## config.mk

```make
export PLATFORM = sky130hd
export DESIGN_NAME = startup_display_seq
export DESIGN_NICKNAME = d
export VERILOG_FILES = /design/src/rtl/startup_disp_pkg.sv /design/src/rtl/startup_display_seq_vote.sv /design/src/rtl/startup_display_seq.sv
export SDC_FILE = /design/constraint.sdc
export NUM_CORES = 1
export LEC_CHECK = 0
export BUFFER_PORTS_ARGS = -buffer_cell sky130_fd_sc_hd__clkbuf_2
export CAP_MARGIN = 10
export CORE_MARGIN = 5
export CORE_UTILIZATION = 40
export CTS_BUF_LIST = sky130_fd_sc_hd__clkbuf_8
export CTS_CLUSTER_SIZE = 16
export DETAILED_ROUTE_END_ITERATION = 8
export GPL_TIMING_DRIVEN = 0
export HOLD_SLACK_MARGIN = 0.02
export PLACE_DENSITY = 0.65
export SYNTH_ARGS = -nofsm -noshare
export SYNTH_HDL_FRONTEND = slang
export SYNTH_SLANG_ARGS = --single-unit
```

## constraint.sdc

```tcl
create_clock -name CLK -period 3 [get_ports CLK]
set_input_delay 0.6 -clock CLK [delete_from_list [all_inputs] [get_ports CLK]]
set_output_delay 0.6 -clock CLK [all_outputs]
set_load 0.005 [all_outputs]
```

## src/rtl/startup_disp_pkg.sv

```systemverilog
// Shared types and helpers for the startup display sequencer: state encoding,
// bitwise majority vote and the state-to-output decode.
package startup_disp_pkg;

  typedef enum logic [2:0] {
    S_IDLE = 3'd0,
    S_LOAD = 3'd1,
    S_WAIT = 3'd2,
    S_NEXT = 3'd3,
    S_SKIP = 3'd4,
    S_END  = 3'd5
  } state_t;

  localparam int MAJ_W = 32;
  localparam int OUT_W = 6;

  typedef struct packed {
    logic clear;
    logic disp;
    logic load_pat;
    logic nxt_adr;
    logic busy;
    logic fin;
  } out_t;

  // Callers zero-extend narrower operands to MAJ_W and truncate the result.
  function automatic logic [MAJ_W-1:0] maj3(input logic [MAJ_W-1:0] a,
                                            input logic [MAJ_W-1:0] b,
                                            input logic [MAJ_W-1:0] c);
    return (a & b) | (a & c) | (b & c);
  endfunction

  function automatic out_t decode_out(input state_t s);
    out_t o;
    o      = '0;
    o.disp = 1'b1;
    case (s)
      S_IDLE: begin o.clear = 1'b1; o.disp = 1'b0; end
      S_LOAD: begin o.load_pat = 1'b1; o.busy = 1'b1; end
      S_WAIT: o.busy = 1'b1;
      S_NEXT: begin o.nxt_adr = 1'b1; o.busy = 1'b1; end
      S_SKIP: o.busy = 1'b1;
      S_END:  begin o.clear = 1'b1; o.disp = 1'b0; o.fin = 1'b1; end
      default: begin o.clear = 1'b1; o.disp = 1'b0; end
    endcase
    return o;
  endfunction

endpackage

```

## src/rtl/startup_display_seq_vote.sv

```systemverilog
// tmr_vote: bitwise 2-of-3 majority over three W-bit replicas (W <= 32) with a
// disagreement flag.
module tmr_vote #(
  parameter int W = 1
) (
  input  logic [W-1:0] a,
  input  logic [W-1:0] b,
  input  logic [W-1:0] c,
  output logic [W-1:0] y,
  output logic         mismatch
);
  import startup_disp_pkg::*;

  assign y        = W'(maj3(MAJ_W'(a), MAJ_W'(b), MAJ_W'(c)));
  assign mismatch = (a != b) || (a != c);

endmodule

```

## src/rtl/startup_display_seq.sv

```systemverilog
// Startup display sequencer: steps ADR through NPAT patterns with a DWELL-cycle hold each.
// Define STARTUP_DISP_TMR_EN to triplicate state/timer/ADR/output registers with voting.
module startup_display_seq #(
  parameter int NPAT  = 8,
  parameter int DWELL = 3000,
  parameter int LOOP  = 0,
  parameter int ADR_W = (NPAT > 1) ? $clog2(NPAT) : 1,
  parameter int TW    = (DWELL > 1) ? $clog2(DWELL) : 1
) (
  input  logic             CLK,
  input  logic             RST,
  input  logic             RUN,
  input  logic             HOLD,
  input  logic             ABORT,
  output logic [ADR_W-1:0] ADR,
  output logic             LOAD_PAT,
  output logic             NXT_ADR,
  output logic             CLEAR,
  output logic             DISP,
  output logic             BUSY,
  output logic             FIN,
  output logic             SEU_ERR
);
  import startup_disp_pkg::*;

  localparam logic [TW-1:0]    TMR_LAST = TW'(DWELL - 1);
  localparam logic [ADR_W-1:0] ADR_LAST = ADR_W'(NPAT - 1);

  state_t             st_v, st_n;
  logic [TW-1:0]      tmr_v, tmr_n;
  logic [ADR_W-1:0]   adr_v, adr_n;
  logic [OUT_W-1:0]   out_v, out_n;

  always_comb begin
    st_n  = S_IDLE;
    adr_n = adr_v;
    if (ABORT) begin
      st_n  = S_IDLE;
      adr_n = '0;
    end else begin
      case (st_v)
        S_IDLE: if (RUN) begin
          st_n  = S_LOAD;
          adr_n = '0;
        end
        S_LOAD: st_n = S_WAIT;
        S_WAIT: begin
          if (HOLD || tmr_v != TMR_LAST) begin
            st_n = S_WAIT;
          end else if (adr_v != ADR_LAST || LOOP != 0) begin
            st_n  = S_NEXT;
            adr_n = (adr_v == ADR_LAST) ? '0 : adr_v + ADR_W'(1);
          end else begin
            st_n = S_END;
          end
        end
        S_NEXT: st_n = S_SKIP;
        S_SKIP: st_n = S_LOAD;
        S_END:  st_n = RUN ? S_END : S_IDLE;
        default: st_n = S_IDLE;
      endcase
    end

    if (st_v == S_WAIT && st_n == S_WAIT) tmr_n = HOLD ? tmr_v : tmr_v + TW'(1);
    else                                  tmr_n = '0;

    out_n = decode_out(st_n);
  end

`ifdef STARTUP_DISP_TMR_EN
  (* keep = "true", preserve = "true" *) logic [2:0][2:0]       st_q;
  (* keep = "true", preserve = "true" *) logic [2:0][TW-1:0]    tmr_q;
  (* keep = "true", preserve = "true" *) logic [2:0][ADR_W-1:0] adr_q;
  (* keep = "true", preserve = "true" *) logic [2:0][OUT_W-1:0] out_q;
  logic [2:0] st_vote;
  logic       mm_st, mm_tmr, mm_adr, seu_q;

  always_ff @(posedge CLK or posedge RST) begin
    if (RST) begin
      for (int i = 0; i < 3; i++) begin
        st_q[i]  <= S_IDLE;
        tmr_q[i] <= '0;
        adr_q[i] <= '0;
        out_q[i] <= decode_out(S_IDLE);
      end
    end else begin
      for (int i = 0; i < 3; i++) begin
        st_q[i]  <= st_n;
        tmr_q[i] <= tmr_n;
        adr_q[i] <= adr_n;
        out_q[i] <= out_n;
      end
    end
  end

  tmr_vote #(.W(3))     u_vote_st  (.a(st_q[0]),  .b(st_q[1]),  .c(st_q[2]),  .y(st_vote), .mismatch(mm_st));
  tmr_vote #(.W(TW))    u_vote_tmr (.a(tmr_q[0]), .b(tmr_q[1]), .c(tmr_q[2]), .y(tmr_v),   .mismatch(mm_tmr));
  tmr_vote #(.W(ADR_W)) u_vote_adr (.a(adr_q[0]), .b(adr_q[1]), .c(adr_q[2]), .y(adr_v),   .mismatch(mm_adr));

  assign st_v  = state_t'(st_vote);
  assign out_v = OUT_W'(maj3(MAJ_W'(out_q[0]), MAJ_W'(out_q[1]), MAJ_W'(out_q[2])));

  always_ff @(posedge CLK or posedge RST) begin
    if (RST)                          seu_q <= 1'b0;
    else if (mm_st || mm_tmr || mm_adr) seu_q <= 1'b1;
  end

  assign SEU_ERR = seu_q;
`else
  state_t           st_q;
  logic [TW-1:0]    tmr_q;
  logic [ADR_W-1:0] adr_q;
  logic [OUT_W-1:0] out_q;

  always_ff @(posedge CLK or posedge RST) begin
    if (RST) begin
      st_q  <= S_IDLE;
      tmr_q <= '0;
      adr_q <= '0;
      out_q <= decode_out(S_IDLE);
    end else begin
      st_q  <= st_n;
      tmr_q <= tmr_n;
      adr_q <= adr_n;
      out_q <= out_n;
    end
  end

  assign st_v    = st_q;
  assign tmr_v   = tmr_q;
  assign adr_v   = adr_q;
  assign out_v   = out_q;
  assign SEU_ERR = 1'b0;
`endif

  assign ADR = adr_v;
  assign {CLEAR, DISP, LOAD_PAT, NXT_ADR, BUSY, FIN} = out_v;

endmodule

```

==> impl_results.md <==
- CTS clk-pin slew, worst paths: 90 ps
- GRT Residual Overflow: 0
- First-pass GRT wire length: about 3.6 mm
- Synth top area share: 0.448
- Number of diodes: 0
- Static Leakage: approximately 0.00070 uW
- Antenna Nets Post-Route: 0
- Crit Path Max Fanout: 5
- Number of max-cap violations: 0
- Final min period: about 2000 ps
- I/O Buffers: 13
- Gate Count Post-Synth: between 100 and 150
- Clock root buffer: clkbuf_8
- Register bit count reported by yosys: 23
- Drt pass-1 iters: 4
- Synth top area cells: dfrtp_1, xor2_1, nor2_1
- Worst EP required: about 3200 ps
- Drt via density: 5.22
- Register area: ~580 um^2
- TritonCTS Buffers: 3
- FILL cells: 294
- Final worst path period share: 0.655
- TritonCTS sink count: 23
- Setup crit end kind: flip-flop
- Full die area: about 0.0043 mm^2
- Starting Density: 0.410
- Crit path arrival time: between 2000 and 2500 ps
- RSZ-0062 raised after global routing: false
- Final setup violation count: 0
- Synth cell types: 38
- Commonest cells post-synth: dfrtp_1, nor2_1, xor2_1, inv_1
- Worst-skew pair later-pin latency: 270 ps
- Layout cells sized above 1: 0.240
- Top FF cell, synth: dfrtp_1
- Vias in the first global route: 863
- Total power: 732 uW
- Final Wtd Congestion: a little over 0.8
- Fin. max-slew vios: 0
- # DRC: 0
- Setup tns final: 0 ps
- Outcome: finished, final reports clean
- Worst-margin pin slew: 833 ps
- DPL Wire Length: approximately 1.6 mm
- Synthesized area per cell: 11.0 um^2
- Iteration-0 DRC count of the detailed router: 9
- Core Region: around 0.003 mm^2
- Slew headroom: 0.444
- Hold_buf cts: 0
- Register area share after synthesis: 0.469
- Largest net degree at the start of global routing: 24
- Final Skew: 8.20 ps
- Max Clock Freq: ~0.5 GHz
- CP startpoint kind: flip-flop
- Worst Hold Slack: between 400 and 500 ps
- Syn-to-layout area delta: 12.6%
- Critical path type: reg2reg
- Wire per inst: about 12 um
- Max Root-Sink Buffers: 2
- Die Y: about 65 um
- Die span in x: about 65 um
- Post-synth EDFFs: 0
- Power Density: between 500 and 600 mW/mm^2
- Min-Delay Path Class: in2async
- Htree depth: 1
- GRT Overall Usage: 0.106
- Area of the multi-input gates: slightly above 600 um^2
- Nets: about 140
- # placed instances: around 160
- Fin cells: about 160
- Syn. warnings: 0
- Max IR drop VDD: around 0.29 mV
- Most frequent cell after synthesis: dfrtp_1
- Vias post-DR: roughly 850
- Async SR Flop Fraction: 1.00
- CTS tree: yes
- Post-CTS Setup Inserts: 0
- Rows: 20
- Endpoints failing hold: 0
- Final core utilization: 0.461
- Synth area leader: dfrtp_1
- # IOs: 15
- Cts repair resizes: 0
- Post-Syn Area: 0.00123 mm^2
- Routed WL: ~2.0 mm
- Syn Nets: 120
- Antenna violations before repair: 0
[report_power, final]
group	switching, uW	total, uW	internal (uW)
Sequential	21.0	364	343
Clock	99.7	194	93.9
Combinational	86.9	175	87.7
[layout by cell type, fill, tap and decap left out, types with 2 or more instances in the layout]
cell,Yosys,routed
a21oi_1,3,3
and3_1,5,5
and4_1,2,2
buf_4,2,2
clkbuf_2,0,13
clkbuf_8,0,3
dfrtp_1,22,22
ha_1,3,3
inv_1,6,6
mux2_2,3,3
nand2_1,5,5
nand3_1,3,3
nor2_1,16,16
nor3_1,3,3
nor3b_1,3,3
or2b_1,2,2
xnor2_1,4,4
xor2_1,8,8
[stage by stage]
step / instance area, um^2 / setup slack (ps)
2_1_floorplan: 1230 / 1140
3_3_place_gp: 1340 / 992
3_5_place_dp: 1340 / 969
4_1_cts: 1390 / 1020
5_1_grt: 1390 / 925
6_report: 1390 / 1040
[logic make-up after synthesis]
kind of cell | count (synthesis) | share of synthesized area
AOI/OAI and AO/OA | 9 | 0.0743
xor gates and xnor gates | 13 | 0.0987
adders and majority gates | 4 | 0.0387
buffers and inverters | 9 | 0.0346
DFF | 23 | 0.469
muxes | 4 | 0.0356
other | 1 | 0.00305
and+or+nand+nor | 49 | 0.246
[area by class of cell]
cell class	count	share of cell area
flip-flops and latches	23	0.416
repair buffers	13	0.0470
clock buffers	3	0.0298
multi-input cells	80	0.441
plain buffers	3	0.0145
inverters	6	0.0163
clock inverters	1	0.00542
well taps	33	0.0298
[path summary, 6_finish.rpt]
kind	startpoint	to	slack [ps]	depth (start not counted)
hold / removal	RST	out_q[4]	470	2
setup / recovery	ADR[0]	out_q[4]	1040	7
hold reg to reg	ADR[2]	ADR[2]	540	1
setup reg to reg	ADR[0]	out_q[4]	1040	7
min in group CLK	ADR[2]	ADR[2]	540	1
max in group asynchronous	RST	ADR[0]	2010	2
[state kept, by name (all words and copies together), names as in the netlist]
name and count:
ADR 3, out_q 5, st_q 3, tmr_q 12
[worst max-delay path, stage by stage, from the launching register on]
cell and delay, ps:
dfrtp_1 410, ha_1 210, ha_1 270, nor3b_1 220
a21oi_1 50, or3_1 370, o311a_4 170, xor2_1 160
[per-layer routing]
metal	routed length, um	part of all wire	GRT usage
met2	1030	0.51	0.196
met1	833	0.41	0.111
met3	119	0.059	0.0342
met4	27	0.013	0.0389
met5	0	0	0
No activity file was read; power rests on OpenSTA's default activity.
